===== src/rtl/cpu_pkg.sv =====
`default_nettype none
// ============================================================================
// Module      : cpu_pkg
// Description : Shared opcode, entry-state and entry-stage constants for the
//               front-panel sequencer and the execute core.
// Revision    : 1.0 - initial release
// ============================================================================
package cpu_pkg;

  localparam logic [3:0] OP_ADD  = 4'b0001;
  localparam logic [3:0] OP_SUB  = 4'b0011;
  localparam logic [3:0] OP_MUL  = 4'b0111;
  localparam logic [3:0] OP_NAND = 4'b1000;
  localparam logic [3:0] OP_NOR  = 4'b1001;
  localparam logic [3:0] OP_XOR  = 4'b1011;
  localparam logic [3:0] OP_LD   = 4'b1110;
  localparam logic [3:0] OP_ST   = 4'b1111;

  localparam logic [2:0] S_OP    = 3'd0;
  localparam logic [2:0] S_A     = 3'd1;
  localparam logic [2:0] S_B     = 3'd2;
  localparam logic [2:0] S_EXEC  = 3'd3;
  localparam logic [2:0] S_ISSUE = 3'd4;

  localparam logic [1:0] STAGE_OP   = 2'd0;
  localparam logic [1:0] STAGE_A    = 2'd1;
  localparam logic [1:0] STAGE_B    = 2'd2;
  localparam logic [1:0] STAGE_EXEC = 2'd3;

  function automatic logic is_legal_opcode(input logic [3:0] op);
    logic legal;
    legal = 1'b0;
    case (op)
      OP_ADD, OP_SUB, OP_MUL, OP_NAND,
      OP_NOR, OP_XOR, OP_LD,  OP_ST: legal = 1'b1;
      default:                       legal = 1'b0;
    endcase
    return legal;
  endfunction

endpackage
`default_nettype wire


===== src/rtl/button_conditioner.sv =====
`default_nettype none
// ============================================================================
// Module      : button_conditioner
// Description : Synchroniser, debounce counter and one-shot for a raw key.
// Revision    : 1.0 - initial release
// ============================================================================
module button_conditioner #(
  parameter int DEBOUNCE_CYCLES = 1,
  parameter int CNT_W           = 8
) (
  input  logic clk,
  input  logic rst_n,
  input  logic i_btn,
  output logic o_press
);

  logic             r_sync1;
  logic             r_sync2;
  logic [CNT_W-1:0] r_cnt;
  logic             r_arm;
  logic             w_hit;

  assign w_hit   = (r_cnt == CNT_W'(DEBOUNCE_CYCLES)) && r_arm;
  assign o_press = w_hit;

  always_ff @(posedge clk or negedge rst_n) begin
    if (!rst_n) begin
      r_sync1 <= 1'b0;
      r_sync2 <= 1'b0;
      r_cnt   <= '0;
      r_arm   <= 1'b1;
    end else begin
      r_sync1 <= i_btn;
      r_sync2 <= r_sync1;
      if (!r_sync2) begin
        r_cnt <= '0;
        r_arm <= 1'b1;
      end else begin
        // Saturate so a very long hold can never wrap back onto the trigger value.
        if (r_cnt != '1) r_cnt <= r_cnt + 1'b1;
        if (w_hit) r_arm <= 1'b0;
      end
    end
  end

endmodule
`default_nettype wire


===== src/rtl/instr_entry_sequencer.sv =====
`default_nettype none
// ============================================================================
// Module      : instr_entry_sequencer
// Description : Collects opcode/A/B from the switches on successive enter
//               presses and issues one instruction over valid/ready.
// Revision    : 1.0 - initial release
// ============================================================================
module instr_entry_sequencer
  import cpu_pkg::*;
#(
  parameter int DEBOUNCE_CYCLES = 1,
  parameter int CNT_W           = 8
) (
  input  logic       Clock,
  input  logic       Reset,
  input  logic [7:0] Sw,
  input  logic       Button0,
  input  logic       Button5,
  input  logic       Instr_Ready,
  output logic       Instr_Valid,
  output logic [3:0] Opcode,
  output logic [3:0] Op_A,
  output logic [3:0] Op_B,
  output logic [1:0] Entry_Stage,
  output logic       Opcode_Err
);

  logic [2:0] r_state;
  logic [2:0] w_next_state;
  logic [7:0] r_sw;
  logic       w_press;
  logic       w_abort;
  logic       w_legal;

  button_conditioner #(
    .DEBOUNCE_CYCLES (DEBOUNCE_CYCLES),
    .CNT_W           (CNT_W)
  ) u_btn0 (
    .clk     (Clock),
    .rst_n   (Reset),
    .i_btn   (Button0),
    .o_press (w_press)
  );

  // The handshake must never be broken, so abort is masked during issue.
  assign w_abort = !Button5 && (r_state != S_ISSUE);
  assign w_legal = is_legal_opcode(r_sw[3:0]);

  always_ff @(posedge Clock or negedge Reset) begin
    if (!Reset) begin
      r_state <= S_OP;
    end else begin
      r_state <= w_next_state;
    end
  end

  always_comb begin
    w_next_state = r_state;
    case (r_state)
      S_OP:    if (w_press && w_legal) w_next_state = S_A;
      S_A:     if (w_press) w_next_state = S_B;
      S_B:     if (w_press) w_next_state = S_EXEC;
      S_EXEC:  if (w_press) w_next_state = S_ISSUE;
      S_ISSUE: if (Instr_Ready) w_next_state = S_OP;
      default: w_next_state = S_OP;
    endcase
    if (w_abort) w_next_state = S_OP;
  end

  always_comb begin
    Instr_Valid = (r_state == S_ISSUE);
    case (r_state)
      S_OP:    Entry_Stage = STAGE_OP;
      S_A:     Entry_Stage = STAGE_A;
      S_B:     Entry_Stage = STAGE_B;
      default: Entry_Stage = STAGE_EXEC;
    endcase
  end

  always_ff @(posedge Clock or negedge Reset) begin
    if (!Reset) begin
      r_sw       <= '0;
      Opcode     <= '0;
      Op_A       <= '0;
      Op_B       <= '0;
      Opcode_Err <= 1'b0;
    end else begin
      r_sw <= Sw;
      if (w_abort) begin
        Opcode <= '0;
        Op_A   <= '0;
        Op_B   <= '0;
      end else if (w_press) begin
        case (r_state)
          S_OP: begin
            if (w_legal) begin
              Opcode     <= r_sw[3:0];
              Opcode_Err <= 1'b0;
            end else begin
              Opcode_Err <= 1'b1;
            end
          end
          S_A:     Op_A <= r_sw[7:4];
          S_B:     Op_B <= r_sw[7:4];
          default: ;
        endcase
      end
    end
  end

endmodule
`default_nettype wire


===== config.mk =====
export PLATFORM = sky130hd
export DESIGN_NAME = instr_entry_sequencer
export DESIGN_NICKNAME = d
export VERILOG_FILES = /design/src/rtl/cpu_pkg.sv /design/src/rtl/button_conditioner.sv /design/src/rtl/instr_entry_sequencer.sv
export SDC_FILE = /design/constraint.sdc
export NUM_CORES = 1
export LEC_CHECK = 0
export ABC_AREA = 1
export ABC_CLOCK_PERIOD_IN_PS = 1600
export CAP_MARGIN = 20
export CELL_PAD_IN_SITES_DETAIL_PLACEMENT = 1
export CELL_PAD_IN_SITES_GLOBAL_PLACEMENT = 1
export CORE_MARGIN = 5
export CORE_UTILIZATION = 38
export DETAILED_ROUTE_END_ITERATION = 10
export PLACE_DENSITY_LB_ADDON = 0.08
export SLEW_MARGIN = 30
export SYNTH_ARGS = -nofsm -noshare
export SYNTH_HDL_FRONTEND = slang
export SYNTH_SLANG_ARGS = --single-unit

===== constraint.sdc =====
create_clock -name Clock -period 1.6 [get_ports Clock]
set_input_delay 0.32 -clock Clock [delete_from_list [all_inputs] [get_ports Clock]]
set_output_delay 0.32 -clock Clock [all_outputs]
set_load 0.02 [all_outputs]

==> results.txt <==
status = complete, no violations
Die H = 74.1 µm
Antenna Cells = 0
register clock-pin slew on the reported worst setup and hold paths = 80 ps
Yosys top cell by area = dfrtp_1
Top Ports = 29
Post-synth ARST share = 1.00
Post-DP HPWL = 2840 µm
DRC = 0
Clock Sinks = 35
Yosys reg bits = 35
Worst setup SP type = flip-flop
placed cell area = 1990 µm²
RSZ-0062 raised after global routing = true
Starting DRT DRC Count = 36
NetSw = 0.00112 W
Layout Cells excl Fill = 265
post-synthesis simple-gate area fraction = 0.248
maxcap violations = 0
HP Start = u_btn0.r_sync1$_DFF_PN0_
top cells by area, synth = dfrtp_1 (54%), nand2_1 (10%), o21ai_1 (5.1%)
crit path launch = r_state[0]$_DFFE_PN0P_
# hold bufs at CTS = 0
Synth warnings = 0
worst path required time = 1280 ps
CTS tree = done
Mean Syn Cell Area = 9.25 µm²
cell area after layout = 2100 µm²
largest family of logic cells by synthesized area = simple AND/OR/NAND/NOR gates
Total Wirelength = 3710 µm
R2R setup slack = 120 ps
VDD IR max = 0.000697 V
Syn Inst Count = 169
number of port buffers = 28
Overall Global Routing Usage = 0.153
Fin. Hold Viols = 0
mux cell area share after synthesis = 0.00641
initial antenna violation count = 0
row cnt = 23
total power = 0.00299 W
Post-Synthesis Cell Area = 1560 µm²
vias in the first global route = 1341
clk buf depth = 2
Die W = 74.1 µm
Layout Nets = 229
crit path max fanout = 3
gr ovfl total = 0
hold crit path type = flip-flop to flip-flop
largest net degree at the start of global routing = 36
pwr dens = 1420 nW/µm²
# setup viols final = 0
Synth Area in Adders = 0.0160
Tightest Pin Transition = 315 ps
Synth top area share = 0.544
Critical R2R Launch = u_btn0.r_cnt[1]$_DFFE_PN0P_
register share of total power = 0.393
final worst path period share = 0.945
Final Skew = 6.47 ps
Worst-Skew Late Latency = 290 ps
Worst Setup End Kind = output pin
drt pass-1 iters = 2
fin util = 0.525
EDFF count, synth = 0
Tmin final = 1510 ps
Slew Limit Headroom = 0.790
Inserted Clock Buffers = 5
via count = 1293
Reg2Reg Depth = 9
Synth Area in XOR/XNOR = 0
H-tree level count = 2
max-slew violation count = 0
critical path arrival = 1190 ps
antenna viol nets, final = 0
Synth Area in Compound Gates = 0.110
Syn Nets = 184
sequential area share after synthesis = 0.561
RePlAce Congestion = 0.818
Clk pwr share = 0.213
area of the die = 5500 µm²
Fmax = 0.661 GHz
core outline area = 4000 µm²
clk root buf = clkbuf_8
cell count after placement = 257
share of layout cells above drive strength 1 = 0.195
Setup CP Type = flip-flop to output pin
hold depth = 0
routed len/inst = 14.0 µm
top cells by count, synth = nand2_1 (42), dfrtp_1 (34), inv_1 (16), o21ai_1 (16), nor2_1 (11)
via density per instance = 4.88
Yosys cell types = 30
Gate power share = 0.394
P&R area growth vs syn = 34.3%
Leakage = 1.13 nW
cell internal pwr = 0.00187 W
most frequent cell after synthesis = nand2_1
switching power share of the total = 0.374
initial cell density of the core = 0.391
Main synth FF type = dfrtp_1
first-pass GRT wire length = 6230 µm
-- stage by stage --
step	hold slack, ps	worst slack, ps	TNS, ps
final	355	87.9	0
after global routing	373	-17.6	-71.4
after CTS	359	4.06	0
after detailed placement	351	-51.8	-51.8
after global placement	334	-2.16	-2.16
after floorplan	24.4	284	0
-- state kept, by name, indices dropped and copies added, names as in the netlist --
name and count:
Opcode_Err 1, u_btn0.r_arm 1, r_sw 8, Op_A 4, u_btn0.r_sync1 1, u_btn0.r_sync2 1, r_state 3, u_btn0.r_cnt 8
Opcode 4, Op_B 4
-- cells in the final DEF, fill, tap and decap left out, types with 2 or more instances in the layout --
master / instances
dlymetal6s2s_1: 10
nand2_1: 42
clkinvlp_4: 2
clkdlybuf4s50_1: 12
dlygate4sd2_1: 3
nand3_1: 7
ha_1: 2
dfrtp_1: 34
nor3_1: 4
o21ai_1: 16
nor2_2: 3
nor2_1: 9
a21oi_1: 2
inv_1: 16
nand2_2: 3
nor2_4: 2
inv_2: 3
a31oi_1: 3
buf_4: 11
nand4_1: 2
clkbuf_8: 5
nand3_4: 2
nand2_4: 2
o21ai_0: 5
-- timing repair --
action                     4_1_cts  5_1_grt
resized for setup               11       13
hold endpoints to repair         0        0
setup endpoints to repair        6       17
buffers inserted                 0        0
-- layout make-up --
cell class | count | area, µm²
Sequential cell | 35 | 877
Timing Repair Buffer | 40 | 394
Tap cell | 50 | 62.6
Clock buffer | 5 | 68.8
Clock inverter | 3 | 20.0
Inverter | 20 | 75.1
Fill cell | 471 | 1900
Multi-Input combinational cell | 112 | 601
-- power groups by stage --
stage / clock [W] / sequential [W] / combinational [W]
after floorplan: 0 / 0.00133 / 0.000483
after global placement: 0 / 0.00118 / 0.00121
after detailed placement: 0 / 0.00119 / 0.00125
final: 0.000636 / 0.00117 / 0.00118
after CTS: 0.000661 / 0.00118 / 0.00122
after global routing: 0.000699 / 0.00120 / 0.00129
-- final timing paths --
| check | to |
|---|---|
| worst max-delay path | Entry_Stage[0] |
| worst min register to register | u_btn0.r_sync2$_DFF_PN0_ |
| min in group asynchronous | Opcode[3]$_DFFE_PN0P_ |
| worst min-delay path | u_btn0.r_sync2$_DFF_PN0_ |
| worst max register to register | Op_B[2]$_DFFE_PN0P_ |
| max in group asynchronous | u_btn0.r_arm$_DFFE_PN1P_ |
-- worst max-delay path, stage by stage, from the launching register on --
cell and delay (ps):
dfrtp_1 430, nor2_2 140, inv_1 60, clkdlybuf4s15_1 280
-- layer usage --
layer | track usage | wire length, µm | share of wire
met2 | 0.264 | 1990 | 0.54
met4 | 0.0624 | 67 | 0.018
met3 | 0.0514 | 195 | 0.053
met1 | 0.173 | 1450 | 0.39
met5 | 0 | 0 | 0
-- logic make-up after synthesis --
family	Yosys count
AND/OR/NAND/NOR	78
flip-flops	35
AO/OA/AOI/OAI	31
buffers and inverters	22
adder cells (fa/ha/maj)	2
multiplexers	1
Power figures use the tool's default switching activity.
